`config.mk`:
```
export PLATFORM = sky130hd
export DESIGN_NAME = ov7670_capture
export DESIGN_NICKNAME = d
export VERILOG_FILES = /design/src/rtl/ov7670_pkg.sv /design/src/rtl/ov7670_capture_rgb565_byte_pair.sv /design/src/rtl/ov7670_capture.sv
export SDC_FILE = /design/constraint.sdc
export NUM_CORES = 1
export LEC_CHECK = 0
export ABC_AREA = 1
export CAP_MARGIN = 20
export CORE_ASPECT_RATIO = 0.9
export CORE_MARGIN = 4
export CORE_UTILIZATION = 49
export CTS_BUF_LIST = sky130_fd_sc_hd__clkbuf_16
export DETAILED_ROUTE_END_ITERATION = 8
export PLACE_DENSITY = 0.76
export SETUP_SLACK_MARGIN = 0.5
export SLEW_MARGIN = 20
export SYNTH_ARGS = -nofsm -noshare
export SYNTH_HDL_FRONTEND = slang
export SYNTH_HIERARCHICAL = 1
export SYNTH_SLANG_ARGS = --single-unit
export TNS_END_PERCENT = 20
```
`constraint.sdc`:
```
create_clock -name clk -period 1.8 [get_ports clk]
set_input_delay 0.54 -clock clk [delete_from_list [all_inputs] [get_ports clk]]
set_output_delay 0.54 -clock clk [all_outputs]
set_load 0.005 [all_outputs]
```
`src/rtl/ov7670_pkg.sv`:
```
// Shared types and constants for the OV7670 capture path and the VGA read side.
// Holds the capture state encoding, RGB565 field layout and default frame geometry.
package ov7670_pkg;

   typedef enum logic [1:0] {
      IDLE,
      SYNC,
      ACTIVE
   } cap_state_t;

   localparam int R_MSB = 15;
   localparam int R_LSB = 11;
   localparam int G_MSB = 10;
   localparam int G_LSB = 5;
   localparam int B_MSB = 4;
   localparam int B_LSB = 0;

   localparam int DEF_H_ACTIVE = 320;
   localparam int DEF_V_ACTIVE = 240;

   // The camera sends R[4:0]G[5:3] first and G[2:0]B[4:0] second.
   function automatic logic [15:0] rgb565_word(input logic [7:0] hi, input logic [7:0] lo);
      logic [15:0] w;
      w = '0;
      w[R_MSB:R_LSB] = hi[7:3];
      w[G_MSB:G_LSB] = {hi[2:0], lo[7:5]};
      w[B_MSB:B_LSB] = lo[4:0];
      return w;
   endfunction

endpackage

```
`src/rtl/ov7670_capture_rgb565_byte_pair.sv`:
```
// Pairs consecutive camera bytes into RGB565 words.
// Tracks the byte phase, latches the high byte and flags lines ending on an odd byte.
module rgb565_byte_pair
   import ov7670_pkg::*;
(
   input  logic        clk,
   input  logic        rst_n,
   input  logic        clear,
   input  logic        en,
   input  logic        href,
   input  logic        href_fall,
   input  logic [7:0]  d,
   output logic        word_valid,
   output logic [15:0] word,
   output logic        odd_err,
   output logic        pending
);

   logic       phase;
   logic [7:0] hi;

   always_ff @(posedge clk or negedge rst_n) begin
      if (!rst_n) begin
         phase <= 1'b0;
         hi    <= '0;
      end else if (clear) begin
         phase <= 1'b0;
      end else if (en) begin
         if (href) begin
            if (!phase) begin
               hi    <= d;
               phase <= 1'b1;
            end else begin
               phase <= 1'b0;
            end
         end else begin
            phase <= 1'b0;
         end
      end
   end

   assign word_valid = en & href & phase;
   assign word       = rgb565_word(hi, d);
   assign odd_err    = en & href_fall & phase;
   assign pending    = phase;

endmodule

```
`src/rtl/ov7670_capture.sv`:
```
// OV7670 byte-stream capture: builds RGB565 words and writes them linearly to the frame buffer.
// Optional CAPTURE_DECIMATE_EN writes only every other frame and adds frame_skipped.
module ov7670_capture
   import ov7670_pkg::*;
#(
   parameter int H_ACTIVE = DEF_H_ACTIVE,
   parameter int V_ACTIVE = DEF_V_ACTIVE,
   parameter int ADDR_W   = 17
) (
   input  logic              clk,
   input  logic              rst_n,
   input  logic              vsync,
   input  logic              href,
   input  logic [7:0]        d,
   output logic              wr_en,
   output logic [ADDR_W-1:0] wr_addr,
   output logic [15:0]       wr_data,
   output logic              frame_done,
   output logic              frame_err
`ifdef CAPTURE_DECIMATE_EN
   ,
   output logic              frame_skipped
`endif
);

   // state  | meaning
   // IDLE   | after reset, waiting for the first vsync rise
   // SYNC   | inside vertical sync, waiting for vsync fall
   // ACTIVE | capturing lines until the next vsync rise

   localparam logic [ADDR_W:0] TOTAL = (ADDR_W+1)'(H_ACTIVE * V_ACTIVE);

   cap_state_t state, state_nxt;

   logic              vsync_q, href_q, vsync_p, href_p;
   logic [7:0]        d_q;
   logic              vsync_rise, vsync_fall, href_fall;
   logic [ADDR_W:0]   count;
   logic              err_flag;
   logic              start_frame, end_frame;
   logic              pair_clear, pair_en;
   logic              word_valid, odd_err, pending;
   logic [15:0]       word;
   logic              frame_wr, write_now, full;

   always_ff @(posedge clk or negedge rst_n) begin
      if (!rst_n) begin
         vsync_q <= 1'b0;
         href_q  <= 1'b0;
         d_q     <= '0;
         vsync_p <= 1'b0;
         href_p  <= 1'b0;
      end else begin
         vsync_q <= vsync;
         href_q  <= href;
         d_q     <= d;
         vsync_p <= vsync_q;
         href_p  <= href_q;
      end
   end

   assign vsync_rise = vsync_q & ~vsync_p;
   assign vsync_fall = ~vsync_q & vsync_p;
   assign href_fall  = ~href_q & href_p;

   always_ff @(posedge clk or negedge rst_n) begin
      if (!rst_n) state <= IDLE;
      else        state <= state_nxt;
   end

   always_comb begin
      state_nxt   = state;
      start_frame = 1'b0;
      end_frame   = 1'b0;
      pair_clear  = 1'b1;
      pair_en     = 1'b0;
      case (state)
         IDLE: begin
            if (vsync_rise) state_nxt = SYNC;
         end
         SYNC: begin
            if (vsync_fall) begin
               state_nxt   = ACTIVE;
               start_frame = 1'b1;
            end
         end
         ACTIVE: begin
            if (vsync_rise) begin
               state_nxt = SYNC;
               end_frame = 1'b1;
            end else begin
               pair_clear = 1'b0;
               pair_en    = 1'b1;
            end
         end
         default: state_nxt = IDLE;
      endcase
   end

   rgb565_byte_pair u_pair (
      .clk        (clk),
      .rst_n      (rst_n),
      .clear      (pair_clear),
      .en         (pair_en),
      .href       (href_q),
      .href_fall  (href_fall),
      .d          (d_q),
      .word_valid (word_valid),
      .word       (word),
      .odd_err    (odd_err),
      .pending    (pending)
   );

`ifdef CAPTURE_DECIMATE_EN
   logic toggle;

   // Resets to 1 so the first frame after reset flips to 0 and is written.
   always_ff @(posedge clk or negedge rst_n) begin
      if (!rst_n)           toggle <= 1'b1;
      else if (start_frame) toggle <= ~toggle;
   end

   assign frame_wr = ~toggle;

   always_ff @(posedge clk or negedge rst_n) begin
      if (!rst_n) frame_skipped <= 1'b0;
      else        frame_skipped <= end_frame & toggle;
   end
`else
   assign frame_wr = 1'b1;
`endif

   assign full      = (count == TOTAL);
   assign write_now = word_valid & ~full & frame_wr;

   always_ff @(posedge clk or negedge rst_n) begin
      if (!rst_n) begin
         count    <= '0;
         err_flag <= 1'b0;
      end else if (start_frame) begin
         count    <= '0;
         err_flag <= 1'b0;
      end else begin
         if (word_valid && !full) count <= count + 1'b1;
         if ((word_valid && full) || odd_err) err_flag <= 1'b1;
      end
   end

   always_ff @(posedge clk or negedge rst_n) begin
      if (!rst_n) begin
         wr_en      <= 1'b0;
         wr_addr    <= '0;
         wr_data    <= '0;
         frame_done <= 1'b0;
         frame_err  <= 1'b0;
      end else begin
         wr_en      <= write_now;
         frame_done <= end_frame;
         // A vsync rise with a line still in flight drops whatever bytes are pending.
         frame_err  <= end_frame & (err_flag | href_q | pending | (count != TOTAL));
         if (write_now) begin
            wr_addr <= count[ADDR_W-1:0];
            wr_data <= word;
         end
      end
   end

endmodule

```
# Word level (Yosys, flattened, before mapping)
# Index checks and enable logic that the tools add are counted.
# op_classes
addsub,1
multipliers,0
n_div,0
order_cmp,0
n_eq_ne,6
shift,0
mux,18
n_bitwise,18
reduce_logical,11
# ops
cell,n
two-way mux 18 bit,2
"adder 18 x 1 -> 18 bit, second input constant",1
"equality test 18 x 17 -> 1 bit, second input constant",1
"!= test 18 x 17 -> 1 bit, second input constant",1
two-way mux 1 bit,13
AND 1 bit,9
inverter 1 bit,6
nonzero test 2 bit,3
two-way mux 2 bit,2
case mux 2 bit (2 select lines),1
AND reduction 4 bit,1
bitwise OR 1 bit,3
"equality test 2 x 1 -> 1 bit, second input constant",1
"equality test 2 bit, second input constant",1
logical AND 1 bit,2
logical NOT 2 bit,1
"!= test 2 x 1 -> 1 bit, second input constant",1
"!= test 2 bit, second input constant",1
AND reduction 2 bit,1
OR reduction 2 bit,1
logical NOT 1 bit,1
logical OR 1 bit,1
# totals
reg_bits,78
latch_bits,0
ram_bits,0
romBits,0
elab_cells,69
n_memories,0

# Logic depth before layout (Yosys ltp)
# depth
word_depth,10
mapped_depth,10
depth_no_buf,10

# By module
# The synthesis kept the hierarchy.
# by_module_without_submodules
mod,instances,cells_each,area_each_um2,seq_area_each_um2
ov7670_capture,1,343,2982.9,1726.7
rgb565_byte_pair,1,52,445.4,225.2

# Worst setup path after synthesis
# No wires, ideal clock.
# synth_path
path_type,register -> register
from,register state[0]
to,register wr_addr[13]
setup_time_ns,0.126
arrival_ns,1.657
required_time_ns,1.674
setup_slack_ns,0.017
stages_incl_launch_ff,10
n_path_buf,2
synth_period_minus_slack_ns,1.783
path_cell_list,dfrtp_1 -> or2_2 -> nor2_1 -> nand2_2 -> nor2_1 -> nand2_4 -> buf_6 -> buf_6 -> nand2_1 -> o21ai_0
# synth_via
elab_chain_len,5
# synth_lines
element,line_no,source
start: declaration,ov7670_capture.sv:33,"cap_state_t state, state_nxt;"
start signal: assignment,ov7670_capture.sv:68,else state <= state_nxt;
equality test 2 bit,ov7670_capture.sv:77,case (state)
two-way mux 1 bit,ov7670_capture.sv:77,
net pair_en,ov7670_capture.sv:41,"logic pair_clear, pair_en;"
AND 1 bit (2 in a row),ov7670_capture_rgb565_byte_pair.sv:42,assign word_valid = en & href & phase;
net word_valid,ov7670_capture.sv:42,"logic word_valid, odd_err, pending;"
AND 1 bit,ov7670_capture.sv:134,assign write_now = word_valid & ~full & frame_wr;
end signal: assignment,ov7670_capture.sv:162,wr_addr <= count[ADDR_W-1:0];
end: declaration,ov7670_capture.sv:16,"output logic [ADDR_W-1:0] wr_addr,"
# The timed path passes the listed nets, and every way through them passes these cells.
# A chain may end at the register's enable or synchronous reset.

# Final worst setup path
# layout_path
from,register state[0]
to,register wr_data[9]
# layout_via
elab_chain_len,5
# layout_lines
element,line_no,source
equality test 2 bit,ov7670_capture.sv:77,
two-way mux 1 bit,ov7670_capture.sv:77,
net pair_en,ov7670_capture.sv:41,
AND 1 bit (2 in a row),ov7670_capture_rgb565_byte_pair.sv:42,
net word_valid,ov7670_capture.sv:42,
AND 1 bit,ov7670_capture.sv:134,
end signal: assignment,ov7670_capture.sv:163,wr_data <= word;
end: declaration,ov7670_capture.sv:17,"output logic [15:0] wr_data,"
# The timed path passes the listed nets, and every way through them passes these cells.

==> results.cfg <==
[run_status]
status = complete, no violations

[clocking]
path_clk_slew_ns = 0.06
ctsHoldBuffers = 0
clock-sinks = 78
htree_levels = 3
cts_buffer_depth = 2
cts-root-buf = clkbuf_16
clk_latency_ns = 0.34
cts_tree = yes
cts_made_buffers = 9

[grt]
grt-ovfl-total = 0
grt_pass1_wl_um = 14300
use_met3_pct = 5.79
met1_usage_pct = 30.2
track_usage_pct = 22.4
antenna_found_initial = 0
busiest_layer = met2
met2_usage_pct = 35.4
grt_pass1_vias = 2871
grt_max_degree = 32

[power_and_ir_drop]
ir_drop_uv = 646
power.total_uw = 3940
power_per_cell_area_nw_per_um2 = 832
static-leakage-power_uw = 0.00252

[route]
drt_iter0_markers = 260
dr.pass1.iters = 5
antenna_left = 0
avgRoutedWirePerCell_um = 16.0
drt_drc_violations_left = 0
vias = 3026
drt-total-wl_um = 9110
routed_via_density = 5.32

[sta]
fin_crit_ns = 1.72
final.setup.tns_ns = 0
fin_crit_sh_pct = 95.3
maxSlewViolCount = 0
hold_viol_final = 0
clock_skew_ns = 0.00860
finalSetupViolCount = 0
finalWorstSetupSlack_ns = 0.0841
tightestPinTransition_ns = 0.431
fmax_mhz = 583
rsz0062_at_grt = true
max-slew-margin-rel_pct = 71.0

[place]
place_ws_ns = -0.0340
placed_cell_area_um2 = 3980
placed_cells = 523
gp_congestion = 0.913
portBuffers = 47
place_hpwl_um = 5210

[setup_path]
worstSetupStartpointType = flop
cp-end-kind = flop
cp_max_fo = 7
path_class = flop to flop
cp.required_ns = 2.03
arrival_ns = 1.95

[layout]
drive_gt1_share_pct = 23.0
nets = 488
instances_no_fill = 569
syn_to_final_growth_pct = 38.2
seqCellArea_um2 = 1950
fin_area_um2 = 4740
multi_input_area_um2 = 1420
num_antenna_cells = 0
fillerInstances = 475

[floorplan]
fp-row-count = 28
core_um2 = 6690
dieArea_um2 = 8400
ios = 48
initial_utilization_pct = 51.2
die_h_um = 87.4
chipWidth_um = 96.2

[synthesis]
syn-instance-count = 395
ys_types = 24
synth_edf_count = 0
synth_most_common_cell = nand2_1
synth_top_area_share_pct = 56.9
syn_area_um2 = 3430
yosys.area.top_type = dfrtp_1
netlist_top_cells_count = nand2_1, dfrtp_1, nor2_1, nand3_1, inv_1
ys.flop_type = dfrtp_1
syn_avg_cell_area_um2 = 8.68
ys_seq_area_share_pct = 56.9
ys_top_cells_by_area = dfrtp_1, nand2_1, nor2_1
yosys_warnings = 6
synthArstFlopShare_pct = 100
syn_nets = 409
ys_ff_latch = 78

[run]
maxCapViolCount = 0

[worst_hold_path]
hold_class = primary input to asynchronous set/reset pin
logic make-up after synthesis:
group,synth area share (%)
flops,56.9
buf+inv,7.30
xor+xnor,2.55
fa+ha+maj,0.730
compound gates,4.01
simple gates,28.5
sequential cells by signal, indices dropped and copies added (netlist names):
| signal | cells |
|---|---|
| href_q | 1 |
| count | 18 |
| u_pair/hi | 8 |
| state | 2 |
| frame_done | 1 |
| vsync_q | 1 |
| wr_en | 1 |
| err_flag | 1 |
| wr_addr | 17 |
| d_q | 8 |
| u_pair/pending | 1 |
| frame_err | 1 |
| vsync_p | 1 |
| wr_data | 16 |
| href_p | 1 |
worst max-delay path, stage by stage (launching register included):
cell and delay [ns]:
dfrtp_1 0.38, or2_4 0.26, nor2_4 0.12, nand2_2 0.08, nor2_4 0.15, nand2_4 0.10, buf_12 0.15, buf_12 0.13
buf_12 0.14, nand2_2 0.05, nand2_1 0.04
repair_timing:
item                                    CTS  global route
cloned                                    2             2
endpoints found under the setup margin   99            99
buffers inserted                         19             7
pin swaps                                10            17
resized for setup                        56            37
where the power goes:
| part | leakage (uW) | internal [uW] | total (uW) | switching [uW] |
|---|---|---|---|---|
| logic | 0.00132 | 140 | 344 | 203 |
| clock network | 0.000138 | 951 | 1730 | 779 |
| registers | 0.00106 | 1830 | 1870 | 41.1 |
| total | 0.00252 | 2920 | 3940 | 1020 |
layer usage:
| layer | share of wire, % | vias up |
|---|---|---|
| li1 | - | 1403 |
| met5 | 0 | - |
| met4 | 2.2 | 0 |
| met3 | 6.9 | 21 |
| met1 | 41 | 1469 |
| met2 | 50 | 133 |
worst paths after layout:
| kind | endpoint | cells past startpoint | slack (ns) | start |
|---|---|---|---|---|
| min reg2reg | vsync_p | 0 | 0.38 | vsync_q |
| min in group clk | vsync_p | 0 | 0.38 | vsync_q |
| max reg2reg | wr_data[9] | 10 | 0.08 | state[0] |
| max in group asynchronous | wr_data[12] | 2 | 1.14 | rst_n |
| min | count[11] | 1 | 0.11 | rst_n |
| max | wr_data[9] | 10 | 0.08 | state[0] |
through the flow:
stage,util (%),hold WS (ns)
finish,70.8,0.114
CTS,67.9,0.126
floorplan,-,0.244
global route,70.8,0.145
global placement,59.5,0.366
detailed placement,59.5,0.373
placed cells by master, fill, tap and decap left out, drive strengths merged:
| master | netlist | layout |
|---|---|---|
| nand4 | 11 | 11 |
| clkbuf | 1 | 9 |
| a21oi | 1 | 1 |
| xor2 | 10 | 10 |
| ha | 2 | 2 |
| inv | 28 | 30 |
| nand2 | 148 | 150 |
| clkinvlp | 0 | 1 |
| buf | 18 | 39 |
| clkinv | 0 | 4 |
| nor3 | 4 | 4 |
| clkdlybuf4s50 | 0 | 10 |
| o21ai | 25 | 25 |
| nor2 | 40 | 40 |
| nand3 | 27 | 27 |
| a21boi | 1 | 1 |
| dlygate4sd2 | 0 | 36 |
| dfrtp | 78 | 78 |
| or2 | 1 | 1 |
area by class of cell:
type / count / share of cell area, %
Clock inverter: 7 / 1.16
Timing Repair Buffer: 85 / 17.8
Multi-Input combinational cell: 272 / 30.0
Sequential cell: 78 / 41.2
Inverter: 28 / 2.64
Clock buffer: 9 / 4.75
Tap cell: 90 / 2.38
No activity file was read; power rests on OpenSTA's default activity.
